### config.mk
export PLATFORM = sky130hd
export DESIGN_NAME = prog_loader
export DESIGN_NICKNAME = d
export VERILOG_FILES = /design/src/rtl/prog_loader_pkg.sv /design/src/rtl/prog_loader_pack.sv /design/src/rtl/prog_loader.sv
export SDC_FILE = /design/constraint.sdc
export NUM_CORES = 1
export LEC_CHECK = 0
export ABC_AREA = 1
export BUFFER_PORTS_ARGS = -buffer_cell sky130_fd_sc_hd__buf_2
export CORE_UTILIZATION = 58
export DETAILED_ROUTE_END_ITERATION = 10
export PLACE_DENSITY = 0.81
export SLEW_MARGIN = 5
export SYNTH_ARGS = -nofsm -noshare
export SYNTH_HDL_FRONTEND = slang
export SYNTH_HIERARCHICAL = 1
export SYNTH_SLANG_ARGS = --single-unit
### constraint.sdc
create_clock -name CLK -period 3.7 [get_ports CLK]
set_clock_uncertainty 0.2 [all_clocks]
set_input_delay 1.11 -clock CLK [delete_from_list [all_inputs] [get_ports CLK]]
set_output_delay 1.11 -clock CLK [all_outputs]
set_load 0.03 [all_outputs]
### src/rtl/prog_loader_pkg.sv
// Shared types and stream constants for the program loader.
// LOADER_CHECKSUM_EN adds the per-section checksum state.
package prog_loader_pkg;

   typedef enum logic [2:0] {
      StHdr,
      StLenLo,
      StLenHi,
      StPayload,
`ifdef LOADER_CHECKSUM_EN
      StCsum,
`endif
      StDone,
      StErr
   } state_e;

   localparam logic [7:0] HDR_INST = 8'h00;
   localparam logic [7:0] HDR_DATA = 8'h01;
   localparam logic [7:0] HDR_END  = 8'hFF;

endpackage

### src/rtl/prog_loader_pack.sv
// Byte-to-word assembler: packs four bytes little-endian and pulses word_vld_o
// the cycle after the fourth byte.
module prog_loader_pack (
   input  logic        CLK,
   input  logic        RST,
   input  logic        byte_en_i,
   input  logic [7:0]  byte_i,
   output logic [1:0]  lane_o,
   output logic [31:0] word_o,
   output logic        word_vld_o
);

   logic [1:0]  lane_q, lane_d;
   logic [31:0] word_q, word_d;
   logic        vld_q, vld_d;

   always_comb begin
      lane_d = lane_q;
      word_d = word_q;
      vld_d  = 1'b0;
      if (byte_en_i) begin
         unique case (lane_q)
            2'd0: word_d[7:0]   = byte_i;
            2'd1: word_d[15:8]  = byte_i;
            2'd2: word_d[23:16] = byte_i;
            2'd3: word_d[31:24] = byte_i;
            default: ;
         endcase
         lane_d = lane_q + 2'd1;
         vld_d  = (lane_q == 2'd3);
      end
   end

   always_ff @(posedge CLK) begin
      if (RST) begin
         lane_q <= 2'd0;
         word_q <= 32'd0;
         vld_q  <= 1'b0;
      end else begin
         lane_q <= lane_d;
         word_q <= word_d;
         vld_q  <= vld_d;
      end
   end

   assign lane_o     = lane_q;
   assign word_o     = word_q;
   assign word_vld_o = vld_q;

endmodule

### src/rtl/prog_loader.sv
// Streams sectioned program/data images into instruction and data memories,
// holding the core in reset until the end marker. Option: LOADER_CHECKSUM_EN.
module prog_loader
   import prog_loader_pkg::*;
#(
   parameter int unsigned INST_WORDS = 32,
   parameter int unsigned DATA_BYTES = 64
) (
   input  logic                          CLK,
   input  logic                          RST,
   input  logic                          in_valid,
   input  logic [7:0]                    in_data,
   output logic                          in_ready,
   output logic                          inst_we,
   output logic [$clog2(INST_WORDS)-1:0] inst_addr,
   output logic [31:0]                   inst_wdata,
   output logic                          data_we,
   output logic [$clog2(DATA_BYTES)-1:0] data_addr,
   output logic [7:0]                    data_wdata,
   output logic                          core_rst,
   output logic                          done,
   output logic                          err
);

   localparam int unsigned IAW = $clog2(INST_WORDS);
   localparam int unsigned DAW = $clog2(DATA_BYTES);
   localparam int unsigned IPW = IAW + 1;
   localparam int unsigned DPW = DAW + 1;
   localparam logic [IPW-1:0] INST_LIM = IPW'(INST_WORDS);
   localparam logic [DPW-1:0] DATA_LIM = DPW'(DATA_BYTES);

`ifdef LOADER_CHECKSUM_EN
   localparam state_e SECT_END = StCsum;
`else
   localparam state_e SECT_END = StHdr;
`endif

   state_e         state_q, state_d;
   logic           is_inst_q, is_inst_d;
   logic [7:0]     len_lo_q, len_lo_d;
   logic [15:0]    cnt_q, cnt_d;
   logic [IPW-1:0] iptr_q, iptr_d;
   logic [DPW-1:0] dptr_q, dptr_d;
   logic [IAW-1:0] iaddr_q, iaddr_d;
   logic           dwe_q, dwe_d;
   logic [DAW-1:0] daddr_q, daddr_d;
   logic [7:0]     dwdata_q, dwdata_d;
`ifdef LOADER_CHECKSUM_EN
   logic [7:0]     csum_q, csum_d;
`endif

   logic        accept;
   logic        ovf;
   logic [15:0] len;
   logic        pack_en;
   logic [1:0]  pack_lane;

   prog_loader_pack u_pack (
      .CLK        (CLK),
      .RST        (RST),
      .byte_en_i  (pack_en),
      .byte_i     (in_data),
      .lane_o     (pack_lane),
      .word_o     (inst_wdata),
      .word_vld_o (inst_we)
   );

   always_comb begin
      in_ready = 1'b0;
      if (!RST) begin
         unique case (state_q)
            StDone, StErr: in_ready = 1'b0;
            default:       in_ready = 1'b1;
         endcase
      end
   end

   assign accept = in_valid & in_ready;
   assign len    = {in_data, len_lo_q};

   always_comb begin
      state_d   = state_q;
      is_inst_d = is_inst_q;
      len_lo_d  = len_lo_q;
      cnt_d     = cnt_q;
      iptr_d    = iptr_q;
      dptr_d    = dptr_q;
      iaddr_d   = iaddr_q;
      dwe_d     = 1'b0;
      daddr_d   = daddr_q;
      dwdata_d  = dwdata_q;
`ifdef LOADER_CHECKSUM_EN
      csum_d    = csum_q;
`endif
      ovf       = 1'b0;
      pack_en   = 1'b0;
      if (accept) begin
         unique case (state_q)
            StHdr: begin
               case (in_data)
                  HDR_INST: begin
                     is_inst_d = 1'b1;
                     state_d   = StLenLo;
                  end
                  HDR_DATA: begin
                     is_inst_d = 1'b0;
                     state_d   = StLenLo;
                  end
                  HDR_END: state_d = StDone;
                  default: state_d = StErr;
               endcase
            end
            StLenLo: begin
               len_lo_d = in_data;
               state_d  = StLenHi;
            end
            StLenHi: begin
               cnt_d = len;
`ifdef LOADER_CHECKSUM_EN
               csum_d = 8'd0;
`endif
               if (is_inst_q && (len[1:0] != 2'd0)) begin
                  state_d = StErr;
               end else if (len == 16'd0) begin
                  state_d = SECT_END;
               end else begin
                  state_d = StPayload;
               end
            end
            StPayload: begin
               // An instruction word only overflows when its final byte would commit it.
               if (is_inst_q) begin
                  ovf = (pack_lane == 2'd3) && (iptr_q >= INST_LIM);
               end else begin
                  ovf = (dptr_q >= DATA_LIM);
               end
               if (ovf) begin
                  state_d = StErr;
               end else begin
                  if (is_inst_q) begin
                     pack_en = 1'b1;
                     if (pack_lane == 2'd3) begin
                        iaddr_d = iptr_q[IAW-1:0];
                        iptr_d  = iptr_q + IPW'(1);
                     end
                  end else begin
                     dwe_d    = 1'b1;
                     daddr_d  = dptr_q[DAW-1:0];
                     dwdata_d = in_data;
                     dptr_d   = dptr_q + DPW'(1);
                  end
`ifdef LOADER_CHECKSUM_EN
                  csum_d = csum_q ^ in_data;
`endif
                  cnt_d = cnt_q - 16'd1;
                  if (cnt_q == 16'd1) state_d = SECT_END;
               end
            end
`ifdef LOADER_CHECKSUM_EN
            StCsum: state_d = (in_data == csum_q) ? StHdr : StErr;
`endif
            default: ;
         endcase
      end
   end

   always_ff @(posedge CLK) begin
      if (RST) begin
         state_q   <= StHdr;
         is_inst_q <= 1'b0;
         len_lo_q  <= 8'd0;
         cnt_q     <= 16'd0;
         iptr_q    <= '0;
         dptr_q    <= '0;
         iaddr_q   <= '0;
         dwe_q     <= 1'b0;
         daddr_q   <= '0;
         dwdata_q  <= 8'd0;
`ifdef LOADER_CHECKSUM_EN
         csum_q    <= 8'd0;
`endif
      end else begin
         state_q   <= state_d;
         is_inst_q <= is_inst_d;
         len_lo_q  <= len_lo_d;
         cnt_q     <= cnt_d;
         iptr_q    <= iptr_d;
         dptr_q    <= dptr_d;
         iaddr_q   <= iaddr_d;
         dwe_q     <= dwe_d;
         daddr_q   <= daddr_d;
         dwdata_q  <= dwdata_d;
`ifdef LOADER_CHECKSUM_EN
         csum_q    <= csum_d;
`endif
      end
   end

   assign inst_addr  = iaddr_q;
   assign data_we    = dwe_q;
   assign data_addr  = daddr_q;
   assign data_wdata = dwdata_q;
   assign done       = (state_q == StDone);
   assign err        = (state_q == StErr);
   assign core_rst   = ~done;

endmodule

== Yosys cells after proc, flatten, opt, wreduce, memory -nomap -nowiden ==
Cells that the tools add are included.
Word-level totals
  register bits: 96
  input bits: 11
  output and inout port bits: 57
  logic and storage cells: 85
Operators by class
  add/subtract/negate cells: 4
  magnitude comparators: 2
  equality and inequality tests: 13
  multiplexer cells: 19
  bitwise logic cells: 7
  reductions and logical operators: 24
Operators with widths (count)
  16-bit one-hot mux with 2 select lines: 1
  16-bit by 1-bit equality test with 1-bit output, second input constant: 1
  16-bit logical NOT: 1
  16-bit 2-to-1 mux: 1
  16-bit by 1-bit subtractor with 16-bit output, second input constant: 1
  3-bit one-hot mux with 4 select lines: 1
  1-bit 2-to-1 mux: 10
  2-bit AND reduction: 5
  3-bit 2-to-1 mux: 3
  3-bit AND reduction: 3
  8-bit by 1-bit equality test with 1-bit output, second input constant: 1
  8-bit equality test, second input constant: 1
  8-bit logical NOT: 1
  7-bit by 1-bit adder with 7-bit output, second input constant: 1
  7-bit greater-or-equal comparator, second input constant: 1
  6-bit by 1-bit adder with 6-bit output, second input constant: 1
  3-bit by 2-bit equality test with 1-bit output, second input constant: 2
  3-bit equality test, second input constant: 2
  6-bit greater-or-equal comparator, second input constant: 1
  1-bit inverter: 6
  3-bit one-hot mux with 2 select lines: 1
  2-bit nonzero test: 3
  2-bit OR reduction: 3
  5-bit AND reduction: 1
  other kinds (15): 17

== Longest topological paths before layout ==
Gate-level depths: netlist of the first run.
  word-level depth: 11
  depth in mapped cells: 11
  depth with buffers taken out: 10

== By module ==
Netlist of the first run, hierarchy kept.
By module, submodules not included
  prog_loader: times used 1, cells each 473, area an instance 3179.3 um^2, seq. area each 1221.2 um^2
  prog_loader_pack: times used 1, cells each 222, area an instance 1531.5 um^2, seq. area each 700.7 um^2

== Least setup slack after synthesis of the first run ==
No wires, ideal clock.
  path type: input to output
  start point: input RST
  end point: output in_ready
  arrival: 1.780 ns
  data required time: 2.390 ns
  path slack: 0.610 ns
  stages: 2
  path buffers: 1
  cells stage by stage: buf_4 a21oi_1
On the way
  cells in the longest elaborated chain, start to end: 1
Ends and longest elaborated chain
  from (decl): RTL line prog_loader.sv:10  | input logic RST,
  1-bit 2-to-1 mux: RTL line prog_loader.sv:70  | if (!RST) begin
  to (decl): RTL line prog_loader.sv:13  | output logic in_ready,
No other way between the ends.

== Worst setup path in the final report of the first run ==
Ends and elaborated chain as after synthesis.

==> metrics.md, run 1 <==
| Metric | Value |
|---|---|
| Main area contributors after synthesis | dfxtp_1 (41%), nand2_1 (14%), nor2_1 (12%) |
| Detailed Routing Iterations Pass 1 | 7 |
| Starting Density | 60.3% |
| Placed Cells | 843 |
| Final period util | 81.2% |
| Setup violators final | 0 |
| Worst path cell trace | buf_2, a21oi_1, buf_2 |
| Number of global-route vias before repair | 4077 |
| Delay-heaviest family, CP | buffers and inverters |
| Max Cap Viol | 0 |
| RSZ-0062 raised after global routing | no |
| Power, Total | 1.97 mW |
| Initial antenna violation count | 0 |
| Sequential area share after synthesis | 40.8% |
| Pwr dens | 376 nW/um^2 |
| CTS sink cnt | 96 |
| Drt wl/cell | 13.0 um |
| Syn nets | 716 |
| Hold WS | 0.248 ns |
| Commonest non-fill, non-tap cell in the layout | nand2_1 |
| CTS tree | yes |
| CP endpoint kind | primary output |
| DRC viols | 0 |
| Pre-CTS WS | 0.730 ns |
| Vias per cell | 5.20 |
| Post-synth top area cell | dfxtp_1 |
| Setup ws final | 0.697 ns |
| Critical path data required time | 2.39 ns |
| # port buffers | 67 |
| Clock-pin slew on the worst setup and hold paths | 0.11 ns |
| Synth unique cells | 33 |
| Layout Area Growth over Synthesis | 10.9% |
| Syn avg cell area | 6.78 sq um |
| Root Buffer | clkbuf_8 |
| Worst Path Arrival | 1.69 ns |
| GRT Overall Usage | 27.9% |
| Clock tree buffer depth | 2 |
| Critical-path top delay cell | buf_2 |
| Final core occ | 66.9% |
| Worst slew margin | 55.4% |
| R2R depth | 9 |
| Outcome | finished clean |
| Worst-Skew Late Latency | 0.38 ns |
| Fmax | 0.333 GHz |
| Layout Cells excl Fill | 859 |
| H-tree depth | 3 |
| Nets | 773 |
| Die width | 92.1 um |
| Fillcell total | 701 |
| Num rows | 32 |
| Drt total wl | 11.2 mm |
| Core area | 7810 sq um |
| Ant. Diodes | 0 |
| Maximum VDD drop | 258 uV |
| Crit Path Category | input port to primary output |
| Most frequent CP cell | buf_2 |
| Pins Over Slew Limit | 0 |
| Final hold vios | 0 |
| Hold crit path type | register to register |
| Critical path depth | 3 |
| Placed Instance Area | 5010 sq um |
| Cts hold-fix bufs | 0 |
| Register area | 1920 sq um |
| Gr ovfl total | 0 |
| Largest net degree at the start of global routing | 35 |
| Top-area cell type share of the netlist area | 40.8% |
| Routed Antenna Nets | 0 |
| I/O Pins | 68 |
| Post-DP HPWL | 7.55 mm |
| Worst hold path stage count | 2 |
| Multi-input logic area | 2310 sq um |
| CTS buffer count | 9 |
| Startpoint class of the critical path | input port |
| Global placement routability congestion | 0.905 |
| Slew at the pin with the worst max-slew slack | 0.669 ns |
| Leak Pwr | 2.58 nW |
| Die area | 8490 sq um |
| Die H | 92.1 um |
| Final min period | 3.00 ns |
| Critical path's largest stage delay | 0.23 ns |
| Yosys Warn Count | 6 |
| Fin area | 5220 sq um |
| Initial DRC count | 326 |
| Setup TNS | 0 ns |
| Setup Buffers After CTS | 0 |
| Gate Count Post-Synth | 695 |
| Share of layout cells above drive strength 1 | 14.8% |
| CTS resizes | 0 |
| Synth Register Bits | 96 |
| Crit path buf inv count | 2 |
| Mapped Area | 4710 sq um |
| Critical Path Fanout Max | 10 |
| Most frequent cells in the layout | nand2_1 (173), nor2_1 (149), dfxtp_1 (96) |
| First-pass GRT wire length | 18.8 mm |
| Vias | 4471 |
-- worst min-delay path, cell delays in order (launching register included) --
cell,delay (ns)
dfxtp_1,0.32
inv_1,0.05
a21oi_1,0.05
-- worst paths after layout --
path,startpoint,end,slack (ns)
worst max register to register,state_q[2],u_pack/word_o[12],1.13
worst min-delay path,inst_addr[0],inst_addr[0],0.25
worst max-delay path,RST,in_ready,0.70
worst min register to register,inst_addr[0],inst_addr[0],0.25
-- cell type report --
class,instances,share of cell area (%)
multi-input combinational,498,44.2
tap,102,2.44
clock inverter,7,1.72
timing repair buffer,70,6.85
clock buffer,9,2.37
sequential,96,36.8
inverter,77,5.63
-- cells by family (layout without fill, tap and decap cells) --
logic type / Yosys count / in the layout / share of synthesized area, %
simple gates: 387 / 387 / 34.6
buf+inv: 101 / 163 / 10.2
flops: 96 / 96 / 40.8
compound gates: 94 / 94 / 10.4
fa+ha+maj: 10 / 10 / 2.66
xor+xnor: 7 / 7 / 1.30
-- power breakdown --
group	switching, mW	total (mW)	leakage [nW]	internal, mW
clock	0.409	0.735	0.101	0.326
sequential	0.0117	1.06	0.774	1.04
combinational	0.126	0.175	1.71	0.0498
-- cell usage after synthesis --
cell,n
nand3_4,1
clkbuf_1,5
inv_2,4
buf_6,8
o21ai_0,42
dfxtp_1,96
xor2_1,4
nor3_1,3
clkbuf_8,2
clkinv_1,2
ha_1,10
o21ai_1,3
nor2_4,2
a21oi_1,44
nand4_1,10
nand3_1,32
and3_1,1
xnor2_1,3
inv_1,70
nand3b_1,1
nand3_2,2
a211oi_2,1
buf_4,2
nor2_2,5
o21a_1,1
o211ai_1,1
buf_2,7
nor2_1,149
a21oi_2,2
nand2_1,173
nand2_4,6
clkinv_4,1
nand2_2,2
-- registers in the layout, indices dropped and copies added (netlist names) --
name               count
u_pack/word_o         32
cnt_q                 16
data_wdata             8
len_lo_q               8
dptr_q                 7
data_addr              6
iptr_q                 6
inst_addr              5
state_q                3
u_pack/lane_o          2
data_we                1
is_inst_q              1
u_pack/word_vld_o      1
-- per-layer routing --
layer | part of all wire [%] | track usage, %
met1 | 45 | 37.0
met2 | 46 | 44.5
met3 | 7.9 | 6.38
met4 | 1.5 | 9.51
met5 | 0 | 0
(Power assumes the default switching activity.)
==> run 2: changes to the inputs <==
--- a/config.mk
+++ b/config.mk
@@ -7,9 +7,9 @@
 export LEC_CHECK = 0
 export ABC_AREA = 1
 export BUFFER_PORTS_ARGS = -buffer_cell sky130_fd_sc_hd__buf_2
-export CORE_UTILIZATION = 58
+export CORE_UTILIZATION = 57
 export DETAILED_ROUTE_END_ITERATION = 10
-export PLACE_DENSITY = 0.81
+export PLACE_DENSITY = 0.8
 export SLEW_MARGIN = 5
 export SYNTH_ARGS = -nofsm -noshare
 export SYNTH_HDL_FRONTEND = slang
==> constraint.sdc (replaced) <==
create_clock -name CLK -period 2.9 [get_ports CLK]
set_clock_uncertainty 0.2 [all_clocks]
set_input_delay 0.87 -clock CLK [delete_from_list [all_inputs] [get_ports CLK]]
set_output_delay 0.87 -clock CLK [all_outputs]
set_load 0.03 [all_outputs]
==> metrics.md, run 2 (synthesized netlist as in run 1, its figures left out) <==
| Metric | Value |
|---|---|
| CTS sink cnt | 96 (unchanged) |
| Pre-CTS WS | 0.382 ns (-0.348 ns) |
| Final min period | 2.53 ns |
| Initial antenna violation count | 0 (unchanged) |
| Worst Path Arrival | 1.46 ns (-0.23 ns) |
| Setup TNS | 0 ns (unchanged) |
| Internal power | 1.81 mW (+28%) |
| Vias per cell | 5.21 (+0.19%) |
| Critical Path Fanout Max | 9 (-1) |
| Hold crit path type | register to register |
| Combinational share of power | 8.9% (about the same) |
| Routed Antenna Nets | 0 (unchanged) |
| Initial DRC count | 235 (-28%) |
| Reg power frac | 53.9% (+0.2 points) |
| Share of layout cells above drive strength 1 | 15.0% (+0.22 points) |
| CP endpoint kind | primary output |
| Clock-pin slew on the worst setup and hold paths | 0.10 ns (about the same) |
| Maximum VDD drop | 290 uV (+12%) |
| Hold WS | 0.251 ns (+0.00321 ns) |
| Crit Path Category | input port to primary output |
| CTS tree | yes |
| RSZ-0062 raised after global routing | no |
| Starting Density | 60.0% (-0.31 points) |
| R2R setup slack | 0.76 ns (-0.37 ns) |
| Core area | 7850 sq um (+0.51%) |
| Layout Area Growth over Synthesis | 11.2% |
| Worst-Skew Late Latency | 0.37 ns (about the same) |
| Slew at the pin with the worst max-slew slack | 0.645 ns (-0.0239 ns) |
| Max reg flops | 32 (unchanged) |
| CTS buffer count | 9 (unchanged) |
| Sw power | 0.682 mW (+25%) |
| Startpoint class of the critical path | input port |
| Clock power share | 37.2% (-0.2 points) |
| GRT Overall Usage | 27.5% (-0.36 points) |
| Vias | 4490 (+0.42%) |
| Die area | 8630 sq um (+1.7%) |
| Worst slew margin | 57.0% (+1.6 points) |
| Setup Buffers After CTS | 0 (unchanged) |
| H-tree depth | 3 (unchanged) |
| DRC viols | 0 (unchanged) |
| Most frequent cells in the layout | nand2_1 (173), nor2_1 (149), dfxtp_1 (96) |
| Nets | 775 (+0.26%) |
| Global placement routability congestion | 0.863 (-4.6%) |
| Detailed Routing Iterations Pass 1 | 6 (-1) |
| Clock tree buffer depth | 2 (unchanged) |
| Max Cap Viol | 0 (unchanged) |
| Setup violators final | 0 (unchanged) |
| Fmax | 0.395 GHz |
| # port buffers | 67 (unchanged) |
| Number of global-route vias before repair | 4232 (+3.8%) |
| CTS resizes | 0 (unchanged) |
| Die H | 92.9 um (+0.86%) |
| Switching Share | 27.3% (-0.47 points) |
| Pins Over Slew Limit | 0 (unchanged) |
| Drt wl/cell | 12.8 um (-2.1%) |
| Setup ws final | 0.371 ns (-0.326 ns) |
| Critical path data required time | 1.83 ns (-0.56 ns) |
| Num rows | 32 (unchanged) |
| Drt total wl | 11.0 mm (-1.9%) |
| Die width | 92.9 um (+0.86%) |
| Cts hold-fix bufs | 0 (unchanged) |
| Gr ovfl total | 0 (unchanged) |
| Final period util | 87.2% |
| Final hold vios | 0 (unchanged) |
| Root Buffer | clkbuf_8 |
| Post-DP HPWL | 7.63 mm (+0.95%) |
| Leak Pwr | 2.60 nW (+0.74%) |
| Outcome | finished clean |
| I/O Pins | 68 (unchanged) |
| Commonest non-fill, non-tap cell in the layout | nand2_1 |
| First-pass GRT wire length | 19.0 mm (+0.95%) |
| Largest net degree at the start of global routing | 33 (-5.7%) |
| Pwr dens | 477 nW/um^2 (+27%) |
| Ant. Diodes | 0 (unchanged) |
[run 2: cell types whose count changed in the layout (fill, tap and decap cells not counted), sizes merged]
cell | previous run | this run
clkinv | 5 | 6
inv | 76 | 77
buf | 70 | 72
clkinvlp | 2 | 0
[run 2: path summary, 6_finish.rpt]
check	cells past startpoint	to	from
setup / recovery	3	in_ready	RST
setup reg to reg	9	u_pack/word_o[29]	state_q[2]
hold reg to reg	2	inst_addr[0]	inst_addr[0]
hold / removal	2	inst_addr[0]	inst_addr[0]
[run 2: area by class of cell]
type                            instances  area (sq um)
Fill cell                             730          2610
Inverter                               77           294
Clock buffer                            9           124
Clock inverter                          7          88.8
Multi-Input combinational cell        498          2310
Timing Repair Buffer                   72           373
Sequential cell                        96          1920
Tap cell                              102           128
[run 2: metrics by stage]
stage | power (mW) | utilization, % | cells | cell area (sq um)
floorplan | 1.53 | - | 695 | 4710
global placement | 1.59 | 64.0 | 845 | 5020
detailed placement | 1.60 | 64.0 | 845 | 5020
CTS | 2.51 | 66.7 | 861 | 5240
global route | 2.61 | 66.7 | 861 | 5240
finish | 2.50 | 66.7 | 861 | 5240
[run 2: worst max-delay path, stage by stage]
cell and delay [ns]:
buf_2 0.17, a21oi_1 0.19, buf_2 0.23
[run 2: per-layer routing]
layer / global-route usage (%) / up-vias / part of all wire [%]
li1: - / 2282 / -
met1: 35.3 / 2047 / 45
met2: 45.5 / 145 / 47
met3: 6.65 / 16 / 7.0
met4: 8.46 / 0 / 1.7
met5: 0 / - / 0
[run 2: power groups by stage]
stage / clock, mW / combinational [mW] / sequential, mW
floorplan: 0 / 0.155 / 1.38
global placement: 0 / 0.214 / 1.38
detailed placement: 0 / 0.220 / 1.38
CTS: 0.944 / 0.221 / 1.35
global route: 1.01 / 0.249 / 1.35
finish: 0.928 / 0.223 / 1.35
